## src/rtl/distance_display_mux.sv

```systemverilog
// rtl/distance_display_mux.sv - binary distance to BCD (double dabble) with multiplexed seven-segment scan
module distance_display_mux #(
  parameter int DATA_W     = 21,
  parameter int NUM_DIGITS = 8,
  parameter int SCAN_DIV   = 100000,
  parameter int BLANK_LZ   = 1
) (
  input  logic                  clk,
  input  logic                  rst,
  input  logic [DATA_W-1:0]     distance,
  input  logic                  valid,
  output logic                  busy,
  output logic                  overflow,
  output logic [6:0]            cathode,
  output logic [NUM_DIGITS-1:0] anode
);

  localparam int BCD_W = 4 * NUM_DIGITS;
  localparam int CNT_W = $clog2(DATA_W + 1);
  localparam int PRE_W = $clog2(SCAN_DIV + 1);
  localparam int IDX_W = (NUM_DIGITS > 1) ? $clog2(NUM_DIGITS) : 1;

  typedef enum logic [1:0] {IDLE, SHIFT, DONE} state_t;

  state_t             state, state_next;
  logic [DATA_W-1:0]  shreg;
  logic [BCD_W-1:0]   work, work_adj, disp;
  logic               ovf_acc;
  logic [CNT_W-1:0]   bit_cnt;
  logic [PRE_W-1:0]   pre;
  logic [IDX_W-1:0]   idx;
  logic [3:0]         sel_nib;
  logic               sel_blank, zero_run;
  logic [6:0]         seg_next;

  function automatic logic [6:0] seg_decode(input logic [3:0] n);
    case (n)
      4'd0:    seg_decode = 7'b1000000;
      4'd1:    seg_decode = 7'b1111001;
      4'd2:    seg_decode = 7'b0100100;
      4'd3:    seg_decode = 7'b0110000;
      4'd4:    seg_decode = 7'b0011001;
      4'd5:    seg_decode = 7'b0010010;
      4'd6:    seg_decode = 7'b0000010;
      4'd7:    seg_decode = 7'b1111000;
      4'd8:    seg_decode = 7'b0000000;
      4'd9:    seg_decode = 7'b0010000;
      default: seg_decode = 7'b1111111;
    endcase
  endfunction

  always_ff @(posedge clk) begin
    if (rst) state <= IDLE;
    else     state <= state_next;
  end

  always_comb begin
    state_next = state;
    case (state)
      IDLE:    if (valid) state_next = SHIFT;
      SHIFT:   if (bit_cnt == CNT_W'(1)) state_next = DONE;
      DONE:    state_next = IDLE;
      default: state_next = IDLE;
    endcase
  end

  assign busy = (state != IDLE);

  always_comb begin
    work_adj = work;
    for (int i = 0; i < NUM_DIGITS; i++) begin
      if (work[4*i +: 4] >= 4'd5) work_adj[4*i +: 4] = work[4*i +: 4] + 4'd3;
    end
  end

  // Bits falling out of the top nibble mean the value needs more digits than we have.
  always_ff @(posedge clk) begin
    if (rst) begin
      shreg    <= '0;
      work     <= '0;
      ovf_acc  <= 1'b0;
      bit_cnt  <= '0;
      disp     <= '0;
      overflow <= 1'b0;
    end else begin
      case (state)
        IDLE: if (valid) begin
          shreg   <= distance;
          work    <= '0;
          ovf_acc <= 1'b0;
          bit_cnt <= CNT_W'(DATA_W);
        end
        SHIFT: begin
          {work, shreg} <= {work_adj[BCD_W-2:0], shreg, 1'b0};
          ovf_acc       <= ovf_acc | work_adj[BCD_W-1];
          bit_cnt       <= bit_cnt - 1'b1;
        end
        DONE: begin
          disp     <= work;
          overflow <= ovf_acc;
        end
        default: ;
      endcase
    end
  end

  always_ff @(posedge clk) begin
    if (rst) begin
      pre <= '0;
      idx <= '0;
    end else if (pre == PRE_W'(SCAN_DIV - 1)) begin
      pre <= '0;
      idx <= (idx == IDX_W'(NUM_DIGITS - 1)) ? '0 : idx + 1'b1;
    end else begin
      pre <= pre + 1'b1;
    end
  end

  // Walk from the most significant digit down so zero_run tracks "all digits at or above i are zero".
  always_comb begin
    zero_run  = 1'b1;
    sel_nib   = 4'd0;
    sel_blank = 1'b0;
    for (int i = NUM_DIGITS - 1; i >= 0; i--) begin
      zero_run = zero_run & (disp[4*i +: 4] == 4'd0);
      if (idx == IDX_W'(i)) begin
        sel_nib   = disp[4*i +: 4];
        sel_blank = (BLANK_LZ != 0) && (i != 0) && zero_run;
      end
    end
    if (overflow)       seg_next = 7'b0111111;
    else if (sel_blank) seg_next = 7'b1111111;
    else                seg_next = seg_decode(sel_nib);
  end

  always_ff @(posedge clk) begin
    if (rst) begin
      anode   <= '1;
      cathode <= 7'b1111111;
    end else begin
      anode   <= ~(NUM_DIGITS'(1) << idx);
      cathode <= seg_next;
    end
  end

endmodule
```

## config.mk

```make
export PLATFORM = sky130hd
export DESIGN_NAME = distance_display_mux
export DESIGN_NICKNAME = d
export VERILOG_FILES = /design/src/rtl/distance_display_mux.sv
export SDC_FILE = /design/constraint.sdc
export NUM_CORES = 1
export LEC_CHECK = 0
export CAP_MARGIN = 10
export CORE_MARGIN = 8
export CORE_UTILIZATION = 30
export CTS_BUF_LIST = sky130_fd_sc_hd__clkbuf_8 sky130_fd_sc_hd__clkbuf_16
export DETAILED_ROUTE_END_ITERATION = 16
export GPL_TIMING_DRIVEN = 1
export PLACE_DENSITY_LB_ADDON = 0.25
export SLEW_MARGIN = 10
export SYNTH_ARGS = -nofsm -noshare
export SYNTH_HDL_FRONTEND = slang
export SYNTH_SLANG_ARGS = --single-unit
```

## constraint.sdc

```tcl
create_clock -name clk -period 3.3 [get_ports clk]
set_input_delay 0.66 -clock clk [delete_from_list [all_inputs] [get_ports clk]]
set_output_delay 0.66 -clock clk [all_outputs]
set_load 0.01 [all_outputs]
```

### Word level (Yosys, flattened, before mapping)

Memories as Yosys holds them, arrays and structs flattened.
Cells that the tools add are included.

| storage, ports and cells | value |
|---|---|
| memories | 1 |
| flip-flop bits (word level) | 129 |
| ROM bits | 112 |

Memory list:

| name | words | bits a word | rd ports | clocked after memory_dff | wr ports | RTL line | text |
|---|---|---|---|---|---|---|---|
| (name not given) | 16 | 7 | 1 | 0 | 0 | 37 | `case (n)` |

| operators by class | value |
|---|---|
| shift-type cells | 1 |
| reductions and logical operators | 15 |
| bitwise operators | 8 |
| add/subtract/negate cells | 11 |
| muxes and demuxes | 38 |
| order comparisons | 8 |
| equality and inequality tests | 13 |

Operators with widths:

| operator | number |
|---|---|
| 2-to-1 mux 4 bit | 16 |
| case mux 32 bit (2 select lines) | 1 |
| case mux 21 bit (2 select lines) | 1 |
| adder 4 x 2 -> 4 bit (second input constant) | 8 |
| greater-or-equal comparator 4 x 3 -> 1 bit (second input constant) | 8 |
| 2-to-1 mux 32 bit | 1 |
| logical NOT 4 bit | 7 |
| 2-to-1 mux 21 bit | 1 |
| adder 17 x 1 -> 17 bit (second input constant) | 1 |
| equality test 17 bit (second input constant) | 1 |
| 2-to-1 mux 7 bit | 2 |
| equality test 3 bit (second input constant) | 4 |
| case mux 5 bit (2 select lines) | 1 |
| 2-to-1 mux 1 bit | 9 |
| NOT 8 bit | 1 |
| << shifter 1 x 3 -> 8 bit (first input constant) | 1 |
| bitwise AND 1 bit | 6 |
| equality test 3 x 2 -> 1 bit (second input constant) | 2 |
| equality test 5 x 1 -> 1 bit (second input constant) | 1 |
| 2-to-1 mux 5 bit | 1 |
| subtractor 5 x 1 -> 5 bit (second input constant) | 1 |
| 2-to-1 mux 2 bit | 2 |
| != test 2 bit (second input constant) | 2 |
| case mux 2 bit (2 select lines) | 1 |
| other kinds (13) | 15 |

### Longest topological paths before layout

Gate-level depths: netlist of the first run.
An unclocked memory read counts as a cell.

| depth | value |
|---|---|
| depth in word-level cells | 12 |
| depth in mapped cells | 13 |
| gate-level depth less buffers | 11 |

### Least setup slack after synthesis of the first run

OpenSTA, ideal clock, no wires.

| timing | value |
|---|---|
| path type | register to register |
| start point | reg idx[0] |
| end point | reg cathode[4] |
| setup slack | 0.766 ns |
| arrival | 2.378 ns |
| stages on the path, launching flop included | 14 |
| clock period less this slack | 2.534 ns |
| path buffers | 2 |
| cell sequence | dfxtp_1 inv_1 ha_1 buf_2 buf_2 or3b_2 a21oi_1 o41ai_1 and2_1 inv_1 ha_1 inv_1 nor4_1 o311ai_1 |

| on the way | value |
|---|---|
| cells in the longest elaborated chain, start to end | 10 |
| elaborated cells between the ends (all ways) | 26 |
| those cells by class | 7 x eq/ne; 16 x mux; 2 x reduce/logical; 1 x memory |

Ends and longest elaborated chain:

| item | RTL line | text |
|---|---|---|
| start: declaration | 31 | `logic [IDX_W-1:0] idx;` |
| start signal: assignment | 113 | `idx <= (idx == IDX_W'(NUM_DIGITS - 1)) ? '0 : idx + 1'b1;` |
| equality test 3 bit | 126 | `if (idx == IDX_W'(i)) begin` |
| 2-to-1 mux 4 bit / 2-to-1 mux 1 bit (equally long branches) (8 in a row) | 126 |  |
| memory (16 x 7 bit) / OR reduction 3 bit (equally long branches) | n/a |  |
| end signal: assignment | 142 | `cathode <= seg_next;` |
| end: declaration | 14 | `output logic [6:0] cathode,` |

Several ways; a longest one is shown, not always the timed one.
A chain may end at the register's enable or synchronous reset.

### Worst setup path in the final report of the first run

Same ends and word-level chain as after synthesis.

==> results.json, run 1 <==
{
  "status": "completed",
  "ctsResizeCount": 0,
  "synth-async-reset-ratio_pct": 0,
  "crit_path_frequent_cell": "inv_1",
  "diodes": 0,
  "tritoncts": "yes",
  "grt_pass1_wl_mm": 26.61,
  "synthCells": 761,
  "cp.arrival_ns": 3.11,
  "fillers": 2148,
  "avgSynthCellArea_um2": 8.444,
  "core_mm2": 0.02102,
  "whs_endpoint": "disp[2]$_SDFFE_PP0N_",
  "dp_cells": 1049,
  "min_path_cells": 2,
  "finalSetupViolCount": 0,
  "hold_viol": 0,
  "multi_input_area_mm2": 0.003521,
  "grt_max_degree": 37,
  "postCtsHoldBufs": 0,
  "reg2regPathDepth": 12,
  "drt_iter0_markers": 395,
  "routabilityCongestion": 0.9124,
  "max_freq_mhz": 349.7,
  "die_x_um": 162.4,
  "ant_nets": 0,
  "num_io_pins": 41,
  "stdcell_count": 1081,
  "pre_cts_ws_ns": 0.5034,
  "cts.root.buffer_cell": "clkbuf_16",
  "period_share_pct": 86.66,
  "numCtsBuffers": 17,
  "dr.pass1.iters": 5,
  "vias": 5367,
  "skew_ns": 0.007113,
  "final_common_cell": "dfxtp_1",
  "io_buffers": 40,
  "postCtsSetupRepairBufs": 0,
  "critPathLaunchType": "register",
  "slew_headroom_pct": 52.88,
  "dpl-instance-area_mm2": 0.007128,
  "drive_gt1_share_pct": 10.92,
  "synth_ff_type": "dfxtp_1",
  "clkTransAtPathRegs_ns": 0.06,
  "rsz0062_at_grt": "no",
  "die_h_um": 162.4,
  "reg2reg_slack_ns": 0.44,
  "crit_type": "register to register",
  "worst_pin_slew_ns": 0.7042,
  "clock-sinks": 129,
  "rows": 53,
  "path_cells": "inv_1 > ha_1 > buf_4 > or3b_2 > a21oi_1 > o41ai_1 > and2_1 > inv_1 > ha_1 > inv_1 > nor4_1 > o311ai_1",
  "syn_nets": 815,
  "min_path_type": "register to register",
  "finalCriticalPeriod_ns": 2.860,
  "synth_area_mm2": 0.006426,
  "final_area_mm2": 0.007786,
  "p_leak_nw": 2.861,
  "wl_mm": 15.62,
  "drcViolationCount": 0,
  "worst-path-max-fanout": 11,
  "regArea_mm2": 0.002582,
  "rr_endpoint": "cathode[4]$_SDFF_PP1_",
  "nNetsFinal": 847,
  "yosysUniqueCellTypes": 66,
  "grtUsageTotal_pct": 12.29,
  "hold_slack_ns": 0.4644,
  "die-area_mm2": 0.02636,
  "setup_ws_ns": 0.4402,
  "first_global_vias": 5208,
  "slowest_stage": "or3b_2",
  "final_cell_mix": "dfxtp_1 (129), nand2_1 (108), nor2_1 (81)",
  "maxCapViolCount": 0,
  "yosysWarnings": 0,
  "setup_tns_ns": 0,
  "worst_setup_path_end_kind": "register",
  "area_delta_synth_final_pct": 21.16,
  "clkLatencyLatePin_ns": 0.42,
  "worstHoldStart": "disp[2]$_SDFFE_PP0N_",
  "ys_seq_area_share_pct": 40.19,
  "slowest_delay_ns": 0.44,
  "hpwl_mm": 10.60,
  "cp.required_ns": 3.55,
  "grt_antenna_before_repair": 0,
  "p_per_area_mw_per_mm2": 512.7,
  "wl_per_cell_um": 14.45,
  "start_util_pct": 30.57,
  "final_max_slew_viol_count": 0,
  "cts_buffer_depth": 2,
  "vias_per_cell": 4.965,
  "htreeDepth": 4,
  "ys_ff_latch": 129,
  "synth-edff-count": 0,
  "r2r-start": "idx[0]$_SDFFE_PP0P_",
  "vdd_drop_max_v": 0.0002950,
  "grt_overflow": 0
}
[critical path, delay by kind of cell (launching register included)]
kind,cells,cell delay [ns]
fa+ha+maj,2,0.45
flops,1,0.41
compound gates,3,0.40
simple gates,3,0.96
buf+inv,4,0.46
[layout make-up]
class	instances	area share [%]
Sequential cell	129	33.17
Multi-Input combinational cell	549	45.22
Tap cell	275	4.419
Timing Repair Buffer	60	7.006
Clock inverter	15	2.989
Inverter	36	1.736
Clock buffer	17	5.464
[cells by family after synthesis]
kind of cell               after synthesis  synth area share (%)
and+or+nand+nor                        282                 19.86
AOI/OAI and AO/OA                      197                 23.25
DFF                                    129                 40.19
buffers and inverters                   83                 5.160
xor gates and xnor gates                31                 4.225
adders and majority gates               30                 5.841
muxes                                    9                 1.480
[synth_stat cells (2+ instances only)]
cell type  instances  area, um^2
o221a_2           16       180.2
inv_1             34       127.6
and4_1             3       26.28
a2111oi_4          2       55.05
nand3b_1           4       30.03
nand2_1          108       405.4
a221oi_1           2       17.52
buf_1              2       7.510
o211a_1            3       30.03
a21o_1             9       67.56
o211ai_1           9       67.56
nor2b_1            5       31.28
nor2_1            83       311.6
or2_2              3       18.77
o221ai_1           2       17.52
nand4_1            5       31.28
a21oi_1           61       305.3
nor4_1            10       62.56
xor2_1             8       70.07
and3_1             4       25.02
a22oi_1            9       67.56
or3b_1             2       17.52
a2111oi_0          2       17.52
a2bb2oi_1         17       148.9
nor3_1            14       70.07
and2_1             5       31.28
a32oi_1            9       78.83
mux2i_1            8       80.08
ha_1              30       375.4
buf_2              7       35.03
o21ai_1            2       10.01
a211oi_1           5       37.54
nand2b_1          12       75.07
o21ai_0           25       125.1
dfxtp_1          129        2582
clkinv_1           2       7.510
o2111ai_1          5       43.79
xnor2_1           23       201.4
nand3_1           18       90.09
o22ai_1            3       18.77
clkbuf_1          36       135.1
[per-layer routing]
metal | GRT usage [%] | wire length, um | vias to the layer above
li1 | - | - | 2761
met1 | 16.47 | 7907 | 2505
met2 | 18.54 | 6825 | 86
met3 | 3.311 | 648 | 15
met4 | 4.545 | 237 | 0
met5 | 0 | 0 | -
[through the flow]
step / power (W) / utilization, %
2_1_floorplan: 0.001835 / -
3_3_place_gp: 0.001935 / 33.91
3_5_place_dp: 0.001936 / 33.91
4_1_cts: 0.004054 / 37.04
5_1_grt: 0.004147 / 37.04
6_report: 0.003992 / 37.04
[worst max-delay path by stage]
stage	from	endpoint	cells after the start
2_1_floorplan	idx[0]$_SDFFE_PP0P_	cathode[4]$_SDFF_PP1_	13
3_3_place_gp	idx[0]$_SDFFE_PP0P_	cathode[3]$_SDFF_PP1_	10
3_5_place_dp	idx[0]$_SDFFE_PP0P_	cathode[4]$_SDFF_PP1_	12
4_1_cts	idx[0]$_SDFFE_PP0P_	cathode[4]$_SDFF_PP1_	12
5_1_grt	idx[0]$_SDFFE_PP0P_	cathode[4]$_SDFF_PP1_	11
6_report	idx[0]$_SDFFE_PP0P_	cathode[4]$_SDFF_PP1_	12
[state kept, by name (all words and copies together), names as in the netlist, 2 cells and up]
register / count
anode: 8
bit_cnt: 5
shreg: 21
work: 32
cathode: 7
pre: 17
disp: 32
idx: 3
state: 2
[power by group]
part | switching (W) | total (W) | internal, W
combinational | 0.000142 | 0.000265 | 0.000124
clock | 0.000743 | 0.00209 | 0.00135
sequential | 0.0000319 | 0.00163 | 0.00160
(Power assumes the default switching activity.)
==> inputs of run 2 (changes only) <==
- CELL_PAD_IN_SITES_DETAIL_PLACEMENT: unset -> 1
- CELL_PAD_IN_SITES_GLOBAL_PLACEMENT: unset -> 2
- PLACE_DENSITY: unset -> 0.73
- PLACE_DENSITY_LB_ADDON: 0.25 -> unset
==> run 2 against run 1 <==
Compared with the run above: die area did not move; cell area is 0.88% lower; register-to-register slack got worse by 0.08 ns; sequential cell count did not move; fmax decreased by 2.6%; global-route usage increased by 1.8 points; power down 2.7%; largest power group unchanged.
==> results.json, run 2 (synthesis results as in run 1) <==
{
  "switchingPower_w": 0.0009325,
  "finalCriticalPeriod_ns": 2.935,
  "finalSetupViolCount": 0,
  "cts_buffer_depth": 2,
  "final_common_cell": "dfxtp_1",
  "skew_ns": 0.01300,
  "start_util_pct": 30.57,
  "cp.arrival_ns": 3.19,
  "die_x_um": 162.4,
  "vias_per_cell": 5.217,
  "die_h_um": 162.4,
  "drive_gt1_share_pct": 10.34,
  "dp_cells": 1046,
  "largestRegisters": "disp x32, work x32, shreg x21",
  "dr.pass1.iters": 4,
  "core_mm2": 0.02102,
  "crit_path_frequent_cell": "inv_1",
  "nNetsFinal": 844,
  "p_clk_share_pct": 50.9,
  "fillers": 2469,
  "crit_family": "compound AO/OA/AOI/OAI gates",
  "first_global_vias": 5927,
  "critPathLaunchType": "register",
  "numCtsBuffers": 17,
  "p_per_area_mw_per_mm2": 503.5,
  "critPathBufInv": 3,
  "worst_setup_path_end_kind": "register",
  "postCtsSetupRepairBufs": 0,
  "clkLatencyLatePin_ns": 0.42,
  "rsz0062_at_grt": "no",
  "routabilityCongestion": 0.8439,
  "io_buffers": 40,
  "cp.required_ns": 3.55,
  "maxCapViolCount": 0,
  "intPower_w": 0.002953,
  "path_cells": "inv_1 > ha_1 > o21a_1 > a2111oi_0 > o41ai_1 > and2_1 > inv_1 > ha_1 > inv_1 > nor4_1 > o311ai_1",
  "slew_headroom_pct": 44.16,
  "multi_input_area_mm2": 0.003521,
  "vias": 5624,
  "crit_type": "register to register",
  "slowest_delay_ns": 0.44,
  "htreeDepth": 4,
  "p_leak_nw": 2.834,
  "cts.root.buffer_cell": "clkbuf_16",
  "hpwl_mm": 12.75,
  "postCtsHoldBufs": 0,
  "p_sw_share_pct": 24.00,
  "wl_mm": 18.31,
  "final_max_slew_viol_count": 0,
  "grtUsageTotal_pct": 14.12,
  "tritoncts": "yes",
  "ant_nets": 0,
  "clkTransAtPathRegs_ns": 0.06,
  "drcViolationCount": 0,
  "max_freq_mhz": 340.7,
  "grt_antenna_before_repair": 0,
  "status": "completed",
  "hold_viol": 0,
  "diodes": 0,
  "clock-sinks": 129,
  "final_cell_mix": "dfxtp_1 (129), nand2_1 (108), nor2_1 (81)",
  "vdd_drop_max_v": 0.0002886,
  "rows": 53,
  "worst-path-max-fanout": 17,
  "sequentialPowerShare_pct": 42.1,
  "die-area_mm2": 0.02636,
  "period_share_pct": 88.94,
  "stdcell_count": 1078,
  "pwr-share-comb_pct": 7.0,
  "min_path_type": "register to register",
  "setup_ws_ns": 0.3650,
  "slowest_stage": "a2111oi_0",
  "area_delta_synth_final_pct": 20.09,
  "num_io_pins": 41,
  "ctsResizeCount": 0,
  "drt_iter0_markers": 340,
  "grt_overflow": 0,
  "grt_pass1_wl_mm": 30.33,
  "setup_tns_ns": 0,
  "regArea_mm2": 0.002582,
  "hold_slack_ns": 0.4751,
  "grt_max_degree": 58,
  "pre_cts_ws_ns": 0.4417,
  "worst_pin_slew_ns": 0.8319,
  "wl_per_cell_um": 16.99
}
[run 2: changes by cell type in the layout (fill, tap and decap cells not counted), sizes merged]
cell,previous run,this run
bufinv,5,3
buf,21,18
inv,36,38
clkinv,9,7
clkbuf,17,19
[run 2: worst paths after layout]
path,startpoint,end,slack [ns],cells after the start
worst min register to register,shreg[17]$_SDFFE_PP0P_,shreg[17]$_SDFFE_PP0P_,0.48,2
worst min-delay path,shreg[17]$_SDFFE_PP0P_,shreg[17]$_SDFFE_PP0P_,0.48,2
worst max-delay path,idx[1]$_SDFFE_PP0P_,cathode[4]$_SDFF_PP1_,0.37,11
worst max register to register,idx[1]$_SDFFE_PP0P_,cathode[4]$_SDFF_PP1_,0.37,11
[run 2: final cells by class]
type / instances / area share, %
clock buffers: 19 / 5.869
clock inverters: 13 / 2.059
inverters: 36 / 1.751
multi-input cells: 549 / 45.62
flip-flops and latches: 129 / 33.46
well taps: 275 / 4.458
repair buffers: 57 / 6.777
[run 2: through the flow]
stage	utilization, %	area (um^2)	power [W]
after floorplan	-	6426	0.001835
after global placement	33.80	7106	0.001932
after detailed placement	33.80	7106	0.001943
after CTS	36.71	7717	0.003944
after global routing	36.71	7717	0.004035
final	36.71	7717	0.003886
[run 2: power groups by stage]
stage | clock network (W) | logic (W) | registers [W]
3_5_place_dp | 0 | 0.000275 | 0.00167
4_1_cts | 0.00203 | 0.000276 | 0.00164
6_report | 0.00198 | 0.000272 | 0.00164
3_3_place_gp | 0 | 0.000265 | 0.00167
5_1_grt | 0.00209 | 0.000299 | 0.00164
2_1_floorplan | 0 | 0.000178 | 0.00166
[run 2: metal layers]
metal	track usage (%)	share of wire, %	vias up
met5	0	0	-
met3	2.983	2.4	16
li1	-	-	2745
met4	4.335	1.2	0
met1	17.41	47	2796
met2	24.20	49	67
[run 2: worst register-to-register path: cells and delay by family (launching register included)]
| family | cells | cell delay, ns |
|---|---|---|
| compound gates | 4 | 1.07 |
| flops | 1 | 0.37 |
| fa+ha+maj | 2 | 0.55 |
| simple gates | 2 | 0.54 |
| buf+inv | 3 | 0.25 |
